## src/rtl/mic_olimit_slice_pkg.sv

```systemverilog
// Shared beat definitions for the MIC outstanding-limiter slice.
package mic_olimit_slice_pkg;

    localparam int MIC_DATA_W = 64;
    localparam int MIC_BEAT_W = MIC_DATA_W + 1;

    // One stream beat as carried through the skid buffers: {TLAST, TDATA}.
    typedef logic [MIC_BEAT_W-1:0] mic_beat_t;

    function automatic mic_beat_t pack_beat(input logic last, input logic [MIC_DATA_W-1:0] data);
        return {last, data};
    endfunction

endpackage

```

## src/rtl/mic_olimit_slice_skid2.sv

```systemverilog
// Two-entry valid/ready buffer with a registered ready; the head entry drives
// the output directly so nothing combinational reaches the outputs.
module mic_skid2 #(
    parameter int W = 65
) (
    input  logic         clk,
    input  logic         reset,
    input  logic         in_valid,
    output logic         in_ready,
    input  logic [W-1:0] in_data,
    output logic         out_valid,
    input  logic         out_ready,
    output logic [W-1:0] out_data
);

    logic [1:0]   fill;
    logic [1:0]   fill_nxt;
    logic [W-1:0] data_p0;
    logic [W-1:0] data_p1;
    logic         vld_p0;
    logic         rdy_r;
    logic         push;
    logic         pop;

    assign push      = in_valid & rdy_r;
    assign pop       = vld_p0 & out_ready;
    assign in_ready  = rdy_r;
    assign out_valid = vld_p0;
    assign out_data  = data_p0;

    // Occupancy after this cycle's push/pop.
    always_comb begin
        fill_nxt = fill;
        case ({push, pop})
            2'b10:   fill_nxt = fill + 2'd1;
            2'b01:   fill_nxt = fill - 2'd1;
            default: fill_nxt = fill;
        endcase
    end

    // Head (p0) / skid (p1) storage; ready and valid are registered from the next fill.
    always_ff @(posedge clk or negedge reset) begin
        if (!reset) begin
            fill    <= 2'd0;
            vld_p0  <= 1'b0;
            rdy_r   <= 1'b0;
            data_p0 <= '0;
            data_p1 <= '0;
        end else begin
            fill   <= fill_nxt;
            vld_p0 <= (fill_nxt != 2'd0);
            rdy_r  <= (fill_nxt != 2'd2);
            if (pop) begin
                if (fill == 2'd2) begin
                    data_p0 <= data_p1;
                end else if (push) begin
                    data_p0 <= in_data;
                end
            end else if (push) begin
                if (fill == 2'd0) begin
                    data_p0 <= in_data;
                end else begin
                    data_p1 <= in_data;
                end
            end
        end
    end

endmodule

```

## src/rtl/mic_olimit_slice.sv

```systemverilog
// Registered request/response slice that caps the number of request packets
// awaiting a response. Gating applies only at packet start.
module mic_olimit_slice
    import mic_olimit_slice_pkg::*;
#(
    parameter int   MAX_OUTSTANDING = 4,
    localparam int  CNT_W           = $clog2(MAX_OUTSTANDING + 1)
) (
    input  logic                  clk,
    input  logic                  reset,
    input  logic                  UI_TVALID,
    output logic                  UI_TREADY,
    input  logic [MIC_DATA_W-1:0] UI_TDATA,
    input  logic                  UI_TLAST,
    output logic                  UO_TVALID,
    input  logic                  UO_TREADY,
    output logic [MIC_DATA_W-1:0] UO_TDATA,
    output logic                  UO_TLAST,
    output logic                  DO_TVALID,
    input  logic                  DO_TREADY,
    output logic [MIC_DATA_W-1:0] DO_TDATA,
    output logic                  DO_TLAST,
    input  logic                  DI_TVALID,
    output logic                  DI_TREADY,
    input  logic [MIC_DATA_W-1:0] DI_TDATA,
    input  logic                  DI_TLAST,
    output logic [CNT_W-1:0]      outstanding,
    output logic                  underflow_err
);

    logic             slice_rdy;
    logic             below_max;
    logic             in_pkt;
    logic             admit;
    logic             ui_hs;
    logic             req_start;
    logic             resp_last;
    logic [CNT_W-1:0] cnt;
    logic [CNT_W-1:0] cnt_nxt;
    mic_beat_t        do_beat;
    mic_beat_t        uo_beat;

    // Beats inside a packet always pass; a new packet needs headroom.
    assign admit     = in_pkt | below_max;
    assign UI_TREADY = slice_rdy & admit;
    assign ui_hs     = UI_TVALID & UI_TREADY;
    assign req_start = ui_hs & ~in_pkt;
    assign resp_last = DI_TVALID & DI_TREADY & DI_TLAST;

    assign outstanding = cnt;
    assign DO_TLAST    = do_beat[MIC_BEAT_W-1];
    assign DO_TDATA    = do_beat[MIC_DATA_W-1:0];
    assign UO_TLAST    = uo_beat[MIC_BEAT_W-1];
    assign UO_TDATA    = uo_beat[MIC_DATA_W-1:0];

    mic_skid2 #(.W(MIC_BEAT_W)) u_req_skid (
        .clk       (clk),
        .reset     (reset),
        .in_valid  (UI_TVALID & admit),
        .in_ready  (slice_rdy),
        .in_data   (pack_beat(UI_TLAST, UI_TDATA)),
        .out_valid (DO_TVALID),
        .out_ready (DO_TREADY),
        .out_data  (do_beat)
    );

    mic_skid2 #(.W(MIC_BEAT_W)) u_rsp_skid (
        .clk       (clk),
        .reset     (reset),
        .in_valid  (DI_TVALID),
        .in_ready  (DI_TREADY),
        .in_data   (pack_beat(DI_TLAST, DI_TDATA)),
        .out_valid (UO_TVALID),
        .out_ready (UO_TREADY),
        .out_data  (uo_beat)
    );

    // In-flight count: start and completion in the same cycle cancel; never wraps below 0.
    always_comb begin
        cnt_nxt = cnt;
        if (req_start && !resp_last) begin
            cnt_nxt = cnt + CNT_W'(1);
        end else if (resp_last && !req_start && (cnt != '0)) begin
            cnt_nxt = cnt - CNT_W'(1);
        end
    end

    // Count, packet-tracking flag, registered headroom and sticky underflow.
    always_ff @(posedge clk or negedge reset) begin
        if (!reset) begin
            cnt           <= '0;
            below_max     <= 1'b1;
            in_pkt        <= 1'b0;
            underflow_err <= 1'b0;
        end else begin
            cnt       <= cnt_nxt;
            below_max <= (cnt_nxt < CNT_W'(MAX_OUTSTANDING));
            if (ui_hs) begin
                in_pkt <= ~UI_TLAST;
            end
            if (resp_last && !req_start && (cnt == '0)) begin
                underflow_err <= 1'b1;
            end
        end
    end

endmodule

```

## config.mk

```make
export PLATFORM = sky130hd
export DESIGN_NAME = mic_olimit_slice
export DESIGN_NICKNAME = d
export VERILOG_FILES = /design/src/rtl/mic_olimit_slice_pkg.sv /design/src/rtl/mic_olimit_slice_skid2.sv /design/src/rtl/mic_olimit_slice.sv
export SDC_FILE = /design/constraint.sdc
export NUM_CORES = 1
export LEC_CHECK = 0
export BUFFER_PORTS_ARGS = -buffer_cell sky130_fd_sc_hd__buf_2
export CAP_MARGIN = 20
export CORE_MARGIN = 1.5
export CORE_UTILIZATION = 30
export CTS_CLUSTER_DIAMETER = 200
export DETAILED_ROUTE_END_ITERATION = 16
export PLACE_DENSITY = 0.5
export SYNTH_ARGS = -nofsm -noshare
export SYNTH_HDL_FRONTEND = slang
export SYNTH_HIERARCHICAL = 1
export SYNTH_SLANG_ARGS = --single-unit
```

## constraint.sdc

```tcl
create_clock -name clk -period 5.83 [get_ports clk]
set_input_delay 1.166 -clock clk [delete_from_list [all_inputs] [get_ports clk]]
set_output_delay 1.166 -clock clk [all_outputs]
set_load 0.005 [all_outputs]
```

==> results of run 1 <==
kinds of logic (layout without fill, tap and decap cells):
logic type      after synthesis  after routing  share of synthesized area, %
flops                       274            274                         54.54
fa+ha+maj                     7              7                        0.6966
simple gates                 26             26                         1.682
mux                         390            390                         37.91
compound gates               21             21                         1.264
xor+xnor                      5              5                        0.3484
buf+inv                      49            347                         3.553
other cells                   0              4                             0
final timing paths:
path                                           start                            endpoint  depth (start not counted)
min in group asynchronous                      reset  u_req_skid/data_p1[27]$_DFFE_PN0P_                          1
min                        underflow_err$_DFFE_PN0P_           underflow_err$_DFFE_PN0P_                          2
max reg2reg                      below_max$_DFF_PN1_   u_req_skid/data_p1[5]$_DFFE_PN0P_                          5
max in group asynchronous                      reset   u_req_skid/data_p1[6]$_DFFE_PN0P_                          2
min reg2reg                underflow_err$_DFFE_PN0P_           underflow_err$_DFFE_PN0P_                          2
max                                        DO_TREADY   u_req_skid/data_p1[5]$_DFFE_PN0P_                          5
worst min-delay path, stage by stage (launching register included):
cell     delay [ns]
dfrtp_1        0.33
inv_1          0.04
o31ai_1        0.06
layer usage:
metal	wire, um	GRT usage (%)	vias to the layer above
met5	20	0	-
met4	568	4.707	4
met3	2337	5.083	46
met2	12210	19.51	201
met1	12600	17.24	3658
li1	-	-	3360
per-stage QoR:
stage | setup WS [ns] | instances | total power (W) | area [um2] | utilization [%]
final | 2.830 | 1606 | 0.008338 | 15390 | 37.43
after global routing | 2.627 | 1603 | 0.008930 | 15380 | 37.41
after CTS | 2.762 | 1602 | 0.008519 | 15380 | 37.41
after detailed placement | 2.185 | 1546 | 0.006406 | 14310 | 34.80
after global placement | 2.226 | 1546 | 0.006324 | 14310 | 34.80
after floorplan | 3.323 | 772 | 0.005443 | 12570 | -
placed cells by master (no fill, tap or decap), drive strengths merged, types with 3 or more instances in the layout:
master  instances
mux2          390
clkbuf         49
o21ai           4
clkinv          6
a21oi           4
nand2           4
nand3           6
buf           284
dfrtp         273
xnor2           3
nand2b          3
diode           4
ha              7
nand4b          4
inv             7
report_power, final:
part | internal [W] | switching, W | leakage [nW]
Sequential | 0.00289 | 0.000493 | 3.23
Clock | 0.00124 | 0.000793 | 0.532
Combinational | 0.00175 | 0.00117 | 3.44
registers in the layout (all words and copies together) (netlist names), named ones only:
| register | cells |
|---|---|
| u_req_skid/out_valid | 1 |
| u_rsp_skid/out_data | 65 |
| u_rsp_skid/out_valid | 1 |
| u_req_skid/out_data | 65 |
| u_rsp_skid/in_ready | 1 |
| u_req_skid/in_ready | 1 |
| below_max | 1 |
| u_rsp_skid/data_p1 | 65 |
| u_rsp_skid/fill | 2 |
| underflow_err | 1 |
| u_req_skid/fill | 2 |
| outstanding | 2 |
| in_pkt | 1 |
| u_req_skid/data_p1 | 65 |
area by class of cell:
| type | count | area share [%] |
|---|---|---|
| flip-flops and latches | 274 | 44.56 |
| multi-input cells | 449 | 34.35 |
| repair buffers | 284 | 9.562 |
| clock buffers | 49 | 6.570 |
| well taps | 532 | 4.326 |
| clock inverters | 7 | 0.3903 |
| inverters | 7 | 0.1707 |
| diodes | 4 | 0.06505 |
==> qor.tcl, run 1 <==
set qor(power_density_nw_per_um2) 541.8
set qor(cts_root_buf) {clkbuf_16}
set qor(timing.final.setup_violations) 0
set qor(async_flop_share_pct) 100.0
set qor(synth_top_area_cell) {dfrtp_1}
set qor(tritoncts) {done}
set qor(drive_above_1_share_pct) 68.60
set qor(post_synth_most_frequent_cells) {290 x mux2_2, 273 x dfrtp_1, 100 x mux2_4}
set qor(timing.final.crit_share_pct) 51.46
set qor(hpwl_um) 18210
set qor(die_h_um) 207.7
set qor(clock_pin_transition_on_the_worst_setup_and_hold_timing_paths_ns) 0.05
set qor(leading_register_cell_type_out_of_synthesis) {dfrtp_1}
set qor(drv_slew) 0
set qor(post_synth_instance_area_um2) 12570
set qor(numPortBuffers) 273
set qor(crit_chain) {buf_2 > a2bb2oi_1 > and2b_2 > buf_4 > mux2_2}
set qor(worst_slew_pin_slew_ns) 0.9615
set qor(std_cell_rows) 74
set qor(cp_data_arrival_time_ns) 3.39
set qor(syn-instance-count) 772
set qor(grt_setup_unrepaired) {no}
set qor(grt_antenna_before_repair) 5
set qor(gr-usage-all-layers_pct) 13.10
set qor(first_pass_grt_wire_length_um) 44650
set qor(cts.hold.buffers_added) 0
set qor(syn_area_per_cell_um2) 16.29
set qor(setup.worst_path.end_class) {flop}
set qor(synth_top_area_share_pct) 54.33
set qor(area_of_the_multi_input_gates_um2) 5286
set qor(static-leakage-power_nw) 7.202
set qor(yosys_register_bits) 274
set qor(routed_wirelength_um) 27740
set qor(drv.max_cap_violation_count) 0
set qor(netlist-cell-type-count) 37
set qor(antenna_left) 0
set qor(floorplan.die_area_um2) 43150
set qor(outcome) {completed}
set qor(clkLatencyLatePin_ns) 0.53
set qor(floorplan.die.width_um) 207.7
set qor(critical-path-slowest-cell) {and2b_2}
set qor(initial_core_utilization_pct) 30.58
set qor(numCtsBuffers) 34
set qor(routed-via-count) 7269
set qor(routabilityCongestion) 0.6790
set qor(slowest_cell_delay_on_critical_path_ns) 0.86
set qor(number_of_optimization_iterations_in_the_first_detailed_route_pass) 4
set qor(max_freq_mhz) 333.3
set qor(core_region_area_um2) 41110
set qor(timing_hold_violations_final) 0
set qor(fin_tns_setup_ns) 0
set qor(remaining_routing_drc_violations) 0
set qor(route.detailed.vias_per_inst) 4.526
set qor(layout.area.seq_um2) 6858
set qor(synth_most_common_cell) {mux2_2}
set qor(register_to_register_setup_slack_ns) 3.05
set qor(synth_nets) 915
set qor(drt-initial-drc-count) 273
set qor(htree_num_levels) 2
set qor(total_clock_sinks) 274
set qor(min-delay-path-class) {reg -> reg}
set qor(grt_overflow) 0
set qor(area_growth_syn_to_layout_pct) 22.39
set qor(worst_ep_required_time_ns) 6.22
set qor(holdWs_ns) 0.4651
set qor(finalCriticalPeriod_ns) 3.000
set qor(critical_path.startpoint_type) {primary input}
set qor(count_of_flip_flops_with_a_built_in_enable_after_synthesis) 0
set qor(worst_path_dominant_cell_family) {simple AND/OR/NAND/NOR gates}
set qor(gates_resized_cts_repair) 0
set qor(netlist_top_cells_area) {dfrtp_1 54%, mux2_2 26%, mux2_4 12%, buf_6 2.9%, ha_1 0.70%}
set qor(path_max_fanout) 36
set qor(slew_headroom_pct) 35.90
set qor(synth-warning-count) 6
set qor(nets) 1193
set qor(worst-setup-path-type) {in -> reg}
set qor(post_cts.repair.setup_buffers) 0
set qor(cp.buffers_inverters) 2
set qor(grt_max_degree) 110
set qor(fin_skew_ns) 0.01603
set qor(first_global_vias) 7700
set qor(yosysSeqAreaShare_pct) 54.54
set qor(cts_max_path_buffers) 3
set qor(top_level_ports) 274
set qor(filler_instances) 4035
set qor(wl_per_cell_um) 17.27
set qor(max-vdd-ir-drop_uv) 303.2
No activity file was read; power rests on OpenSTA's default activity.
==> inputs of run 2 (changes only) <==
Clock period 5.83 ns to 2.8 ns, I/O delays scaled along.
==> qor.tcl, run 2 (synthesized netlist as in run 1, its figures left out) <==
set qor(outcome) {completed}
set qor(fin_tns_setup_ns) 0 ;# unchanged
set qor(whs_endpoint) {in_pkt$_DFFE_PN0N_}
set qor(holdWs_ns) 0.2644 ;# -0.2008 ns
set qor(first_global_vias) 7809 ;# +1.4%
set qor(hpwl_um) 18960 ;# +4.1%
set qor(most_frequent_standard_cell_in_the_layout_excluding_fill_and_tap_cells) {mux2_2}
set qor(setup.worst_path.end_class) {flop}
set qor(crit_path_start) {below_max$_DFF_PN1_}
set qor(timing_hold_violations_final) 0 ;# unchanged
set qor(standard_cell_area_after_detailed_placement_um2) 14560 ;# +1.8%
set qor(number_of_optimization_iterations_in_the_first_detailed_route_pass) 4 ;# unchanged
set qor(std_cell_rows) 74 ;# unchanged
set qor(drv.max_cap_violation_count) 0 ;# unchanged
set qor(cp_data_arrival_time_ns) 2.54 ;# -0.85 ns
set qor(numCtsBuffers) 34 ;# unchanged
set qor(path_max_fanout) 19 ;# -47%
set qor(total_clock_sinks) 274 ;# unchanged
set qor(grt_max_degree) 73 ;# -34%
set qor(grt_overflow) 0 ;# unchanged
set qor(routed_wirelength_um) 28370 ;# +2.3%
set qor(routed-via-count) 7333 ;# +0.88%
set qor(max_freq_mhz) 467.1
set qor(floorplan.die_area_um2) 43150 ;# unchanged
set qor(htree_num_levels) 2 ;# unchanged
set qor(drive_above_1_share_pct) 68.69 ;# +0.094 points
set qor(tritoncts) {done}
set qor(mostFrequentLayoutCells) {290 x mux2_2, 273 x dfrtp_1, 272 x buf_2, 100 x mux2_4, 37 x clkbuf_16}
set qor(antenna_left) 0 ;# unchanged
set qor(worst_ep_required_time_ns) 3.20 ;# -3.02 ns
set qor(post_layout_nonfiller_instances) 1622 ;# +1.0%
set qor(remaining_routing_drc_violations) 0 ;# unchanged
set qor(post_cts.repair.setup_buffers) 0 ;# unchanged
set qor(routabilityCongestion) 0.7043 ;# +3.7%
set qor(min_path_cells) 2 ;# unchanged
set qor(clock_pin_transition_on_the_worst_setup_and_hold_timing_paths_ns) 0.06 ;# about the same
set qor(slew_headroom_pct) 63.63 ;# +28 points
set qor(drv_slew) 0 ;# unchanged
set qor(numPortBuffers) 273 ;# unchanged
set qor(cts_max_path_buffers) 3 ;# unchanged
set qor(power_density_nw_per_um2) 1131 ;# +110%
set qor(initial_core_utilization_pct) 30.58 ;# unchanged
set qor(wl_per_cell_um) 17.49 ;# +1.3%
set qor(post-place-cells) 1555 ;# +0.58%
set qor(critical_path.startpoint_type) {flop}
set qor(grt_antenna_before_repair) 8 ;# +3
set qor(route.detailed.vias_per_inst) 4.521 ;# -0.11%
set qor(finalCriticalPeriod_ns) 2.141
set qor(top_level_ports) 274 ;# unchanged
set qor(slowest_cell_delay_on_critical_path_ns) 0.55 ;# -0.31 ns
set qor(core_region_area_um2) 41110 ;# unchanged
set qor(min-delay-path-class) {in -> reg}
set qor(grt_setup_unrepaired) {no}
set qor(first_pass_grt_wire_length_um) 45410 ;# +1.7%
set qor(nets) 1203 ;# +0.84%
set qor(final_cell_area_um2) 15730 ;# +2.2%
set qor(gr-usage-all-layers_pct) 13.40 ;# +0.30 points
set qor(timing.final.ws_setup_ns) 0.6591 ;# -2.171 ns
set qor(fin_skew_ns) 0.01175 ;# -0.004276 ns
set qor(floorplan.die.width_um) 207.7 ;# unchanged
set qor(die_h_um) 207.7 ;# unchanged
set qor(worst-setup-path-type) {reg -> reg}
set qor(static-leakage-power_nw) 7.343 ;# +2.0%
set qor(timing.final.crit_share_pct) 76.46
set qor(area_growth_syn_to_layout_pct) 25.13
set qor(worst_path_dominant_cell_family) {flip-flops}
set qor(regToRegEndpoint) {u_req_skid/out_data[45]$_DFFE_PN0P_}
set qor(gates_resized_cts_repair) 0 ;# unchanged
set qor(register_to_register_setup_slack_ns) 0.66 ;# -2.39 ns
set qor(critical-path-slowest-cell) {dfstp_2}
set qor(hold_start) {UI_TLAST}
set qor(reg2reg_from) {below_max$_DFF_PN1_}
set qor(drt-initial-drc-count) 203 ;# -26%
set qor(pre_cts_ws_ns) 0.4932 ;# -1.692 ns
set qor(max-vdd-ir-drop_uv) 449.2 ;# +48%
set qor(r2r_cells) 6 ;# +1
set qor(crit_chain) {o21a_1 > nand2_1 > ha_1 > a211oi_4 > buf_4 > mux2_2}
set qor(timing.final.setup_violations) 0 ;# unchanged
set qor(cp.buffers_inverters) 1 ;# -1
set qor(worst_slew_pin_slew_ns) 0.5456 ;# -0.4159 ns
set qor(clkLatencyLatePin_ns) 0.53 ;# about the same
set qor(cts_root_buf) {clkbuf_16}
==> run 2: changes by cell type in the layout (fill, tap and decap cells not counted), sizes merged <==
cell,change
clkbuf,+8
buf,+9
clkinvlp,+2
clkinv,-4
dlygate4sd3,+1
==> run 2: area by class of cell <==
cell class	instances	area, um2
fill	3974	25380
sequential	274	6858
clock inverter	5	58.81
multi-input combinational	449	5286
timing repair buffer	294	1737
inverter	7	26.28
tap	532	665.6
clock buffer	57	1091
antenna	4	10.01
==> run 2: timing repair <==
| action | 4_1_cts | 5_1_grt |
|---|---|---|
| setup endpoints to repair | 0 | 0 |
| hold buffers | 1 | 0 |
| hold endpoints to repair | 31 | 0 |
==> run 2: report_power, final <==
part	total (W)	internal (W)	switching, W	leakage [nW]
logic	0.00630	0.00381	0.00248	3.56
clock network	0.00446	0.00275	0.00171	0.556
registers	0.00703	0.00602	0.00101	3.23
==> run 2: through the flow <==
stage | util (%) | power (W)
after floorplan | - | 0.01133
after global placement | 35.42 | 0.01337
after detailed placement | 35.42 | 0.01358
after CTS | 38.25 | 0.01820
after global routing | 38.25 | 0.01904
final | 38.27 | 0.01779
==> run 2: how the worst max path moves through the flow <==
stage / cells after the start / to / slack [ns]
after floorplan: 7 / u_req_skid/out_data[0]$_DFFE_PN0P_ / 0.90
final: 6 / u_req_skid/out_data[45]$_DFFE_PN0P_ / 0.66
after global placement: 7 / u_req_skid/out_data[12]$_DFFE_PN0P_ / 0.54
after CTS: 6 / u_req_skid/out_data[45]$_DFFE_PN0P_ / 0.64
after global routing: 6 / u_req_skid/out_data[45]$_DFFE_PN0P_ / 0.53
after detailed placement: 7 / u_req_skid/out_data[55]$_DFFE_PN0P_ / 0.49
==> run 2: worst reg2reg max path, stage by stage (launching register included) <==
cell,delay (ns)
dfstp_2,0.55
o21a_1,0.13
nand2_1,0.13
ha_1,0.25
a211oi_4,0.23
buf_4,0.35
mux2_2,0.38
==> run 2: layer usage <==
metal / share of wire [%] / vias to the layer above / wire [um] / track usage, %
met5: 0.19 / - / 53 / 0
met4: 2.1 / 10 / 605 / 4.531
met2: 44 / 198 / 12590 / 20.53
li1: - / 3367 / - / -
met3: 8.6 / 50 / 2437 / 5.461
met1: 45 / 3708 / 12690 / 17.09
